--- config.mk ---
export PLATFORM = sky130hd
export DESIGN_NAME = mod_inv
export DESIGN_NICKNAME = d
export VERILOG_FILES = /design/src/rtl/mod_inv.sv
export SDC_FILE = /design/constraint.sdc
export NUM_CORES = 1
export LEC_CHECK = 0
export BUFFER_PORTS_ARGS = -buffer_cell sky130_fd_sc_hd__buf_4
export CORE_MARGIN = 2
export CORE_UTILIZATION = 70
export DETAILED_ROUTE_END_ITERATION = 8
export PLACE_DENSITY = 0.88
export SLEW_MARGIN = 20
export SYNTH_ARGS = -nofsm -noshare
export SYNTH_HDL_FRONTEND = slang
export SYNTH_SLANG_ARGS = --single-unit
--- constraint.sdc ---
create_clock -name clk -period 13 [get_ports clk]
set_clock_uncertainty 0.1 [all_clocks]
set_input_delay 0.65 -clock clk [delete_from_list [all_inputs] [get_ports clk]]
set_output_delay 0.65 -clock clk [all_outputs]
set_load 0.1 [all_outputs]
--- src/rtl/mod_inv.sv ---
// mod_inv: sequential modular inverter over Z_q (Kyber, q = 3329).
// Computes res = a^(Q-2) mod Q using MSB-first square-and-multiply on
// one 3-stage multiply-and-reduce datapath. For a != 0 this is a^-1 mod Q.
//
// Ports:
//   clk    rising-edge clock
//   rst    asynchronous active-high reset
//   start  request pulse, accepted only in IDLE
//   a      12-bit operand captured on accept (reduced once if a >= Q)
//   res    12-bit result, held from done until the next accepted start
//   busy   high from accept through the done cycle
//   done   one-cycle pulse, res valid
//
// state | meaning
// IDLE  | waiting for start
// SQ    | acc <= acc*acc mod Q (MUL_LAT cycles)
// MUL   | acc <= acc*base mod Q (MUL_LAT cycles)
// DONE  | publish acc to res, pulse done
module mod_inv #(
    parameter int unsigned Q       = 3329,
    parameter logic [11:0] EXP     = 12'd3327,
    parameter int unsigned MUL_LAT = 3
) (
    input  logic        clk,
    input  logic        rst,
    input  logic        start,
    input  logic [11:0] a,
    output logic [11:0] res,
    output logic        busy,
    output logic        done
);

    typedef enum logic [1:0] {IDLE, SQ, MUL, DONE} state_t;

    // Barrett constant floor(2^24 / Q); with a 24-bit product the estimated
    // quotient is at most one short, so a single conditional subtract is exact.
    localparam int unsigned BAR_M    = (1 << 24) / Q;
    localparam logic [1:0]  CNT_LAST = 2'(MUL_LAT - 1);

    state_t      state;
    logic [1:0]  cnt;
    logic [3:0]  idx;
    logic [11:0] base;
    logic [11:0] acc;
    logic [11:0] op_a;
    logic [11:0] op_b;
    logic [23:0] prod;

    logic [11:0] a_red;
    logic [12:0] qhat;
    logic [12:0] rem;
    logic [11:0] red;

    always_comb begin
        a_red = (a >= 12'(Q)) ? (a - 12'(Q)) : a;
        qhat  = 13'(({13'd0, prod} * 37'(BAR_M)) >> 24);
        // true remainder is < 2Q < 2^13, so modulo-2^13 arithmetic is exact
        rem   = 13'(25'(prod) - 25'(qhat) * 25'(Q));
        red   = (rem >= 13'(Q)) ? 12'(rem - 13'(Q)) : rem[11:0];
    end

    always_ff @(posedge clk or posedge rst) begin
        if (rst) begin
            state <= IDLE;
            cnt   <= 2'd0;
            idx   <= 4'd0;
            base  <= 12'd0;
            acc   <= 12'd0;
            op_a  <= 12'd0;
            op_b  <= 12'd0;
            prod  <= 24'd0;
            res   <= 12'd0;
            busy  <= 1'b0;
            done  <= 1'b0;
        end else begin
            case (state)
                IDLE: begin
                    done <= 1'b0;
                    if (start) begin
                        // EXP MSB is 1, so the first step is acc = base
                        base  <= a_red;
                        acc   <= a_red;
                        idx   <= 4'd10;
                        cnt   <= 2'd0;
                        busy  <= 1'b1;
                        state <= SQ;
                    end else begin
                        busy <= 1'b0;
                    end
                end
                SQ, MUL: begin
                    if (cnt == 2'd0) begin
                        op_a <= acc;
                        op_b <= (state == MUL) ? base : acc;
                        cnt  <= 2'd1;
                    end else if (cnt != CNT_LAST) begin
                        prod <= {12'd0, op_a} * {12'd0, op_b};
                        cnt  <= cnt + 2'd1;
                    end else begin
                        // acc doubles as the reduced-result register
                        acc <= red;
                        cnt <= 2'd0;
                        if (state == SQ && EXP[idx]) begin
                            state <= MUL;
                        end else if (idx == 4'd0) begin
                            state <= DONE;
                        end else begin
                            idx   <= idx - 4'd1;
                            state <= SQ;
                        end
                    end
                end
                DONE: begin
                    res   <= acc;
                    done  <= 1'b1;
                    state <= IDLE;
                end
                default: state <= IDLE;
            endcase
        end
    end

    a_red_lt_q: assert property (@(posedge clk) disable iff (rst)
        ((state == SQ || state == MUL) && cnt == CNT_LAST) |-> (red < 12'(Q)));

endmodule

=== Yosys cells after proc, flatten, opt, wreduce, memory -nomap -nowiden ===
Memory sizes are Yosys's and may differ from the RTL's.
Cells that the tools add are included.

* Register bits: 94
* Latch bits: 0
* Memory bits (writable): 0
* Bits in read-only memories: 16
* Output and inout port bits: 14
* Memories kept: 1

* Add/sub/neg operators: 5
* Multipliers: 3
* Div/mod/pow operators: 0
* $lt $le $gt $ge: 3
* Equality and inequality tests: 9
* Shift operators: 0
* Mux-type cells: 26
* Bitwise logic cells: 1
* Reductions and logical operators: 14

{| class="wikitable"
|+ Memory list
! name !! words !! width !! rd ports !! clocked after Yosys merged registers in !! wr ports !! RTL line !! text
|-
| (no name shown) || 16 || 1 || 1 || 0 || 0 || 103 || <nowiki>if (state == SQ && EXP[idx]) begin</nowiki>
|}

{| class="wikitable"
|+ Operator list
! kind !! count
|-
| $mux 12 || 6
|-
| $mul 24x13->37 const B || 1
|-
| $mul 12x12->24 || 1
|-
| $pmux 12 s2 || 1
|-
| $sub 12x12->12 const B || 2
|-
| $mux 4 || 5
|-
| $mux 2 || 8
|-
| $ge 13x12->1 const B || 1
|-
| $mul 13x12->13 const B || 1
|-
| $sub 13x13->13 || 1
|-
| $ge 12x12->1 const B || 1
|-
| $ne 2x2->1 const B || 6
|-
| $pmux 4 s2 || 1
|-
| $pmux 2 s3 || 1
|-
| $reduce_and 2->1 || 3
|-
| $reduce_and 3->1 || 2
|-
| $reduce_and 6->1 || 1
|-
| $lt 4x5->1 const B || 1
|-
| $eq 2x2->1 const B || 2
|-
| $logic_not 2->1 || 2
|-
| $logic_not 4->1 || 1
|-
| $pmux 2 s2 || 1
|-
| $reduce_and 4->1 || 1
|-
| $reduce_bool 2->1 || 2
|-
| 8 further kinds || 9
|}

=== Longest topological paths before layout ===
Gate-level depths: netlist of run 1.

* Depth in word-level cells: 8
* Mapped depth: 37
* Depth with buffers taken out: 36

=== Least setup slack after synthesis of run 1 ===
Ideal clock, no wire load.

* Kind: register to register
* Start point: register prod[10]
* End point: register acc[6]
* Arrival time: 8.609 ns
* Data required time: 12.760 ns
* Setup slack: 4.150 ns
* Stages on the path, launching flop included: 34
* Buffers on the path: 1
* Clock period less this slack: 8.850 ns
* Path through: dfrtp_1 -> fa_1 -> fa_1 -> fa_1 -> fa_1 -> inv_1 -> fa_1 -> inv_1 -> ha_1 -> nand4_1 -> a211oi_1 -> a21oi_1 -> o211ai_2 -> nand2_1 -> xnor2_1 -> xnor2_1 -> ha_1 -> nor2_1 -> fa_1 -> ha_1 -> inv_1 -> fa_1 -> ha_1 -> or4_1 -> nand2_1 -> nand3_1 -> or4_1 -> a31oi_1 -> o21ai_1 -> and3_1 -> buf_2 -> o21ai_1 -> xor2_1 -> o221ai_1

* Cells in the longest elaborated chain, start to end: 8

{| class="wikitable"
|+ Ends and longest elaborated chain
! item !! RTL line !! text
|-
| start, declared || 47 || <nowiki>logic [23:0] prod;</nowiki>
|-
| start signal, assigned || 97 || <nowiki>prod <= {12'd0, op_a} * {12'd0, op_b};</nowiki>
|-
| $mul 24x13->37 || 56 || <nowiki>qhat = 13'(({13'd0, prod} * 37'(BAR_M)) >> 24);</nowiki>
|-
| $mul 13x12->13 || 58 || <nowiki>rem = 13'(25'(prod) - 25'(qhat) * 25'(Q));</nowiki>
|-
| $sub 13x13->13 * || 58 ||
|-
| $sub 12x12->12 / $ge 13x12->1 (equally long branches) || 59 || <nowiki>red = (rem >= 13'(Q)) ? 12'(rem - 13'(Q)) : rem[11:0];</nowiki>
|-
| $mux 12 * || 59 ||
|-
| $mux 12 * || 96 || <nowiki>end else if (cnt != CNT_LAST) begin</nowiki>
|-
| $mux 12 * || 92 || <nowiki>if (cnt == 2'd0) begin</nowiki>
|-
| $pmux 12 s2 * || 76 || <nowiki>case (state)</nowiki>
|-
| end signal, assigned || 82 || <nowiki>acc <= a_red;</nowiki>
|-
| end signal, assigned || 101 || <nowiki>acc <= red;</nowiki>
|-
| end, declared || 44 || <nowiki>logic [11:0] acc;</nowiki>
|}

Mark *: on every way between the ends. The rest lies on a longest branch, timed or not. The select of a mux whose other input is x is not followed.
A chain may end at the register's enable or synchronous reset.

=== Worst setup path after layout of run 1 ===
* Start point: register prod[21]
* End point: register acc[7]

* Cells in the longest elaborated chain, start to end: 8

{| class="wikitable"
|+ Ends and longest elaborated chain
! item !! RTL line
|-
| $mul 24x13->37 * || 56
|-
| $mul 13x12->13 * || 58
|-
| $sub 13x13->13 * || 58
|-
| $sub 12x12->12 / $ge 13x12->1 (equally long branches) || 59
|-
| $mux 12 * || 59
|-
| $mux 12 * || 96
|-
| $mux 12 * || 92
|-
| $pmux 12 s2 * || 76
|}

Marked as above.

==> results of run 1 <==
[cell usage in the layout, fill, tap and decap left out, types with 4 or more instances in the layout]
cell,count
buf_4,31
nor2_1,47
o21bai_1,6
o211ai_1,6
o21ai_0,52
a31oi_1,9
and2_1,59
xor2_1,14
fa_1,232
nor2b_1,6
a21o_1,16
o31ai_1,4
a21oi_1,59
clkbuf_16,9
nor3_1,13
o21a_1,6
inv_1,317
mux2_2,33
nor4_1,4
xnor2_1,45
nand2_1,158
o221ai_1,5
o22ai_1,4
nand4_1,10
o21ai_1,10
nand3_1,10
nand2b_1,10
mux2i_1,16
dfrtp_1,94
ha_1,227
[per-layer routing]
layer	share of wire, %	wire [um]	vias to the layer above	global-route usage, %
li1	-	-	4974	-
met1	40	13700	5405	41.8
met2	50	17100	364	55.7
met3	5.2	1780	122	4.52
met4	4.0	1370	0	13.6
met5	0	0	-	0
[how the worst min path moves through the flow]
stage                    end  startpoint  slack (ns)
global route            done         rst        0.10
detailed placement  base[11]    base[11]        0.38
finish                res[3]         rst        0.09
CTS                     done         rst        0.08
global placement     base[1]     base[1]        0.36
floorplan            base[0]     base[0]        0.35
[layout make-up]
class / instances / share of cell area [%]
Multi-Input combinational cell: 1108 / 72.1
Clock inverter: 7 / 0.402
Timing Repair Buffer: 32 / 1.54
Sequential cell: 94 / 14.8
Clock buffer: 9 / 1.42
Inverter: 319 / 7.55
Tap cell: 275 / 2.17
[kinds of logic after synthesis]
| logic type | after synthesis |
|---|---|
| AOI/OAI and AO/OA | 204 |
| xor gates and xnor gates | 62 |
| adders and majority gates | 459 |
| buffers and inverters | 363 |
| DFF | 94 |
| muxes | 50 |
| and+or+nand+nor | 333 |
[flip-flops by register name, indices dropped and copies added, names as in the netlist]
register  flops
prod         24
op_a         12
cnt           2
done          1
acc          12
op_b         12
base         12
idx           4
res          12
busy          1
state         2
[through the flow]
step / instances / cell area [sq um] / setup WS, ns / utilization [%]
floorplan: 1565 / 15200 / 4.15 / -
global placement: 1828 / 15600 / 3.37 / 73.6
detailed placement: 1828 / 15600 / 3.05 / 73.6
CTS: 1844 / 15900 / 2.96 / 75.0
global route: 1844 / 15900 / 2.22 / 75.0
finish: 1844 / 15900 / 2.91 / 75.0
==> results.md, run 1 <==
- Mapped Area: between 0.015 and 0.02 sq mm
- Min Hold Slack: between 0.08 and 0.09 ns
- Drt pass-1 iters: 5
- H-tree Lvls: 3
- Final setup fails: 0
- Mean Syn Cell Area: between 9 and 10 sq um
- Top-Level Pins: 29
- Vias in the first global route: about 12000
- Critical path origin: prod[21]
- Ys async rst share: 100%
- Most frequent CP cell: fa_1
- CP Data Required Time: 13.12 ns
- Filler cell count: around 1400
- Final hold violations: 0
- Mux cell area share after synthesis: 3.58%
- WP depth: 33
- Die area: roughly 0.023 sq mm
- Hold buffer count at CTS: 0
- Antenna violations before repair: 0
- Synth Instances: around 1600
- Post_cts resized: 0
- Die Height: 151 um
- RD Place Congestion: about 0.95
- Layout area overhead: 4.73%
- Ys Warns: 0
- Leading area contributor after synthesis: fa_1
- Core footprint: 0.0212 sq mm
- Post-synthesis register bit count: 94
- Clock Sink Count: 94
- Worst slew pin tran: about 0.88 ns
- Family with the most delay on the worst path: adder cells
- Largest family of logic cells by synthesized area: adder cells
- Remaining Overflow, GRT: 0
- Num rows: between 50 and 60
- TritonCTS clock tree: yes
- Slew Limit Fails: 0
- Worst EP arrival: between 10 and 15 ns
- Post-CTS Setup Inserts: 0
- Vias: around 11000
- CP endpoint: acc[7]
- WP buf/inv: 5
- Status: finished, final reports clean
- Worst R2R Start: prod[21]
- Routed vias/inst: about 5.9
- Clk slew on worst S/H paths: 0.07 ns
- Simple-gate share of the synthesized area: about a tenth
- Post-Route WL: 34000 um
- Reg area: about 0.0024 sq mm
- Hold Path Class: in -> async
- CP max FO: 7
- Post-Synth Adder-Cell Area: 49.4%
- Number of flops mapped to enable cells by yosys: 0
- WS Path Type: reg -> reg
- Fin crit period: between 10 and 15 ns
- Max Clk Rate: roughly 100 MHz
- WL/cell: between 15 and 20 um
- Clock Latency Late Sink: between 0.3 and 0.4 ns
- Post-synthesis cell type count: 62
- Slowest-stage cell, CP: o21ai_0
- Longest Clk Path Bufs: 2
- Worst r2r dst: acc[7]
- MaxCap Viol Count: 0
- CP max stage delay: just under 0.7 ns
- Worst Setup End Kind: flop
- RSZ-0062 raised after global routing: false
- Share of cells above drive strength 1: approximately 6%
- First-pass GRT wire length: 57400 um
- Period utilization: 77.6%
- Initial core utilization: 71.6%
- Root Driver: clkbuf_16
- Syn_nets: 2039
- DIE WIDTH: between 150 and 200 um
- Cells on worst reg2reg path: 33
- Total GRT Usage: around a third
- Synth cell count leaders: 318 x inv_1, 232 x fa_1, 227 x ha_1
- Largest net degree at the start of global routing: 85
- Fin nets: 2038
- Sequential-to-total area share from yosys stat: 15.5%
- Initial drt markers: between 600 and 700
- XOR/XNOR Fraction of Synth Area: roughly 3.8%
- Count leader, synth: inv_1
- Primary FF master, synth: dfrtp_1
- HPWL after DPL: about 28000 um
- Top cell type's share of synthesized area: between 30% and 40%
- Multi-input gate area: 0.0114 sq mm
- Ant. Diodes: 0
- Reg2Reg Setup Slack: roughly 2.9 ns
- CTS buffer count: 9
- Final ANT Viol Nets: 0
- Normalized max-slew margin: between 40 and 50%
- Final setup TNS: 0 ns
- DRC viols: 0
- I/O Buffers: 28
- Worst setup SP type: flop
- Compound-Gate Fraction of Synth Area: under 10%
- Dominant cells by area after synthesis: fa_1 31%, ha_1 19%, dfrtp_1 16%, inv_1 7.9%, nand2_1 3.9%
Power of run 1 is not shown: default switching activity piles up to over one toggle a cycle in this logic, so the estimate is an artifact.
==> run 2, diff against run 1 <==
CORE_UTILIZATION = 60   (was 70)
PLACE_DENSITY = 0.8   (was 0.88)
clock period = 8.5 ns   (was 13 ns; I/O delays follow)
==> run 2 against run 1 <==
Net effect: the run now ends with negative setup slack left; largest cell class unchanged; clock-buffer cell count is 1 higher; design area grew 8.4%; first-iteration DRC count grew 4.5%; die area increased by 16%; register-to-register slack lost 3.3 ns; critical path type unchanged; flip-flop and latch count unchanged; fmax increased by 13%; utilization is 6.1 points lower.
==> results.md, run 2 (synthesized netlist as in run 1, its figures left out) <==
- Vias in the first global route: about 13000
- Longest Clk Path Bufs: 2
- Hold Path Class: in -> async
- Clk slew on worst S/H paths: about 0.090 ns
- HPWL after DPL: just under 30000 um
- Post-route cell area: between 0.015 and 0.02 sq mm
- CTS buffer count: 9
- Worst slew pin tran: slightly above 0.8 ns
- Worst EP arrival: ~9.0 ns
- First-pass GRT wire length: roughly 60000 um
- Critical path origin: prod[8]
- Clock Latency Late Sink: roughly 0.36 ns
- Commonest non-fill, non-tap cell in the layout: inv_1
- RSZ-0062 raised after global routing: true
- Die area: ~0.027 sq mm
- Normalized max-slew margin: approximately 46%
- WS Path Type: reg -> reg
- Die Height: between 150 and 200 um
- Status: finished, violations left
- Routed wl met2: 18700 um
- Drt pass-1 iters: 5
- Period utilization: 105%
- Most flops, register: prod
- Met1 Wirelength: ~14000 um
- WL/cell: 17.6 um
- Multi-input gate area: roughly 0.012 sq mm
- Fin nets: around 2200
- Core footprint: approximately 0.025 sq mm
- Remaining Overflow, GRT: 0
- RD Place Congestion: 0.898
- TritonCTS clock tree: yes
- I/O Buffers: 28
- Antenna violations before repair: 0
- Root Driver: clkbuf_16
- Slew Limit Fails: 0
- Ant. Diodes: 0
- CP max FO: 7
- Worst setup SP type: flop
- Worst Setup End Kind: flop
- CP Data Required Time: 8.60 ns
- Placed Instance Area: around 0.017 sq mm
- Finished Layout Cells: ~2000
- Layout area overhead: 13.5%
- Most frequent CP cell: fa_1
- Max Clk Rate: between 100 and 150 MHz
- DIE WIDTH: around 160 um
- Reg area: about 0.0024 sq mm
- Vias: approximately 11000
- Top-Level Pins: 29
- H-tree Lvls: 3
- Slowest-stage cell, CP: fa_1
- Initial drt markers: around 650
- Hold buffer count at CTS: 0
- Fin crit period: slightly below 9 ns
- DRC viols: 0
- Top routing layer in use: met4
- Num rows: 58
- Placed Cells: between 1500 and 2000
- Clock Sink Count: 94
- Largest net degree at the start of global routing: 55
- Final ANT Viol Nets: 0
- PnR worst setup slack: -0.438 ns
- Final setup fails: 12
- Filler cell count: around 1900
- Post-Route WL: roughly 36000 um
- Final hold violations: 0
- Share of cells above drive strength 1: between 10% and 20%
- CP max stage delay: roughly 0.6 ns
- Worst R2R Start: prod[8]
- Failing checks: negative setup slack
- Initial core utilization: roughly 61%
- MaxCap Viol Count: 0
- Metal3 WL: about 1600 um
- Routed vias/inst: around 5.6
- Total GRT Usage: between 20% and 30%
- Most frequent cells in the layout: 311 x inv_1, 232 x fa_1, 219 x ha_1, 155 x buf_4, 154 x nand2_1
- Max FFs per register: 24
## run 2: repair_timing
action                     CTS  global route
cloned                       0             0
pin swaps                   24            33
gates resized for setup     19            23
setup endpoints to repair   12            12
buffers inserted             5             6
## run 2: worst paths after layout
check                           end  slack (ns)  depth (start not counted)
setup / recovery             acc[6]       -0.44                         33
hold / removal                 done        0.05                          2
setup reg to reg             acc[6]       -0.44                         33
hold reg to reg            base[11]        0.39                          2
max in group asynchronous   prod[5]        7.18                          3
min in group clk            base[1]        0.35                          3
## run 2: area by class of cell
cell class / count / share of cell area (%)
multi-input combinational: 1108 / 68.2
tap: 330 / 2.40
clock inverter: 6 / 0.436
sequential: 94 / 13.8
timing repair buffer: 156 / 6.83
inverter: 319 / 6.99
clock buffer: 10 / 1.33
## run 2: per-layer routing
layer | vias to the layer above | track usage (%)
met2 | 350 | 51.3
li1 | 5215 | -
met4 | 0 | 11.2
met5 | - | 0
met3 | 103 | 3.28
met1 | 5733 | 35.8
## run 2: through the flow
stage / setup TNS (ns) / utilization, % / setup slack [ns] / hold slack, ns
after floorplan: 0 / - / 0.00269 / 0.350
after global placement: -3.06 / 66.6 / -0.289 / 0.361
after detailed placement: -5.85 / 66.6 / -0.563 / 0.374
after CTS: -2.99 / 68.3 / -0.320 / 0.0888
after global routing: -8.40 / 68.9 / -0.749 / 0.127
final: -4.38 / 68.9 / -0.438 / 0.0537
## run 2: worst max-delay path, delay by kind of cell, from the launching register on
kind            cells  cell delay [ns]
fa+ha+maj          10             4.48
compound gates     10             1.70
simple gates        6             1.23
xor+xnor            4             0.71
flops               1             0.44
buf+inv             3             0.15
Power of run 2 is left out for the same reason.
==> run 3, diff against run 2 <==
clock period = 8.2 ns   (was 8.5 ns; I/O delays follow)
==> run 3 against run 2 <==
Net effect: worst setup slack got worse by 0.30 ns; clock-buffer cell count decreased by 1; critical endpoint is now acc[7]; utilization grew 0.81 points; critical path depth fell by 2; first-iteration DRC count is 1.4% higher; the run still ends with negative setup slack left; design area grew 1.2%; worst hold slack worse by 0.0032 ns; register-to-register slack worse by 0.30 ns; die area stayed put; fmax about the same; non-clock buffer count grew 27; global-route usage up 0.16 points.
==> results.md, run 3 (synthesized netlist as in run 1, its figures left out) <==
- CP Data Required Time: roughly 8.3 ns
- Slowest-stage cell, CP: fa_1
- Num rows: 58
- HPWL after DPL: slightly below 30000 um
- Routed vias/inst: roughly 5.6
- Hold Path Class: in -> async
- Max FFs per register: 24
- Post-Route WL: ~36000 um
- Family with the most delay on the worst path: adder cells
- Worst slew pin tran: ~0.86 ns
- Ant. Diodes: 0
- Fin crit period: between 8 and 9 ns
- First-pass GRT wire length: 60500 um
- Longest Clk Path Bufs: 2
- Initial drt markers: approximately 660
- Final hold violations: 0
- Worst R2R Start: prod[11]
- Core footprint: around 0.025 sq mm
- DRC viols: 0
- Final setup fails: 12
- Worst setup SP type: flop
- Period utilization: 109%
- Top-Level Pins: 29
- Normalized max-slew margin: a little over two fifths
- Die area: approximately 0.027 sq mm
- TritonCTS clock tree: yes
- Placed Instance Area: between 0.015 and 0.02 sq mm
- Clock Latency Late Sink: about 0.36 ns
- Remaining Overflow, GRT: 0
- Most frequent CP cell: fa_1
- CTS buffer count: 9
- H-tree Lvls: 3
- Vias: roughly 11000
- Clock Sink Count: 94
- Post-route cell area: 0.0174 sq mm
- Fin nets: around 2200
- Drt pass-1 iters: 6
- Failing checks: negative setup slack
- I/O Buffers: 28
- Largest net degree at the start of global routing: 54
- Commonest non-fill, non-tap cell in the layout: inv_1
- Slew Limit Fails: 0
- RD Place Congestion: around 0.93
- MaxCap Viol Count: 0
- Clk slew on worst S/H paths: around 0.080 ns
- Most frequent cells in the layout: 312 x inv_1, 230 x fa_1, 219 x ha_1, 183 x buf_4, 155 x nand2_1
- RSZ-0062 raised after global routing: true
- Share of cells above drive strength 1: a little under a fifth
- Worst Setup End Kind: flop
- Worst EP arrival: approximately 9 ns
- Total GRT Usage: between 20% and 30%
- Vias in the first global route: 12600
- CP max stage delay: between 0.6 and 0.7 ns
- Die Height: 163 um
- DIE WIDTH: about 160 um
- Antenna violations before repair: 0
- Layout area overhead: 14.9%
- CP max FO: 7
- Hold buffer count at CTS: 0
- WP buf/inv: 4
- Worst r2r dst: acc[7]
- Root Driver: clkbuf_16
- WL/cell: between 15 and 20 um
- Final ANT Viol Nets: 0
- Reg2Reg Setup Slack: -0.73 ns
- Max Clk Rate: 112 MHz
- Initial core utilization: 60.7%
- Most flops, register: prod
- Cells on worst reg2reg path: 31
- Status: finished, violations left
- WS Path Type: reg -> reg
- PnR worst setup slack: -0.734 ns
[run 3: cell count changes in the layout (fill, tap and decap cells not counted), sizes merged]
cell / previous run / this run
buf: 156 / 183
bufinv: 1 / 0
clkinv: 1 / 2
inv: 322 / 323
clkbuf: 10 / 9
[run 3: final cells by class]
cell class / count / area (sq um)
clock buffer: 9 / 225
timing repair buffer: 183 / 1370
multi-input combinational: 1108 / 11800
tap: 330 / 413
fill: 1781 / 7550
clock inverter: 7 / 61.3
inverter: 319 / 1200
sequential: 94 / 2370
[run 3: worst max path at each step]
stage	start	endpoint	slack (ns)	cells after the start
after floorplan	prod[5]	acc[6]	-0.30	36
after global placement	prod[11]	acc[6]	-0.59	32
after detailed placement	prod[9]	acc[7]	-0.95	33
after CTS	prod[8]	acc[7]	-0.70	34
after global routing	prod[10]	acc[7]	-1.05	33
final	prod[11]	acc[7]	-0.73	31
[run 3: metrics by stage]
stage	hold slack (ns)	instances	setup WS, ns	utilization, %	setup TNS (ns)
finish	0.0505	2050	-0.734	69.7	-7.76
global route	0.113	2050	-1.05	69.7	-11.77
CTS	0.0674	2042	-0.703	68.9	-7.48
detailed placement	0.374	2019	-0.948	67.3	-10.72
global placement	0.362	2019	-0.593	67.3	-6.70
floorplan	0.350	1565	-0.297	-	-3.08
[run 3: routing by layer]
layer	wire (um)	GRT usage [%]	up-vias
met5	0	0	-
met4	1190	9.37	0
met3	1440	2.62	81
met1	14500	36.0	5745
met2	19000	53.1	311
li1	-	-	5276
[run 3: timing repair]
action / 4_1_cts / 5_1_grt
gates resized for setup: 16 / 33
setup buffers: 7 / 8
setup endpoints to repair: 12 / 12
pin swaps: 33 / 23
Power of run 3 is left out for the same reason.
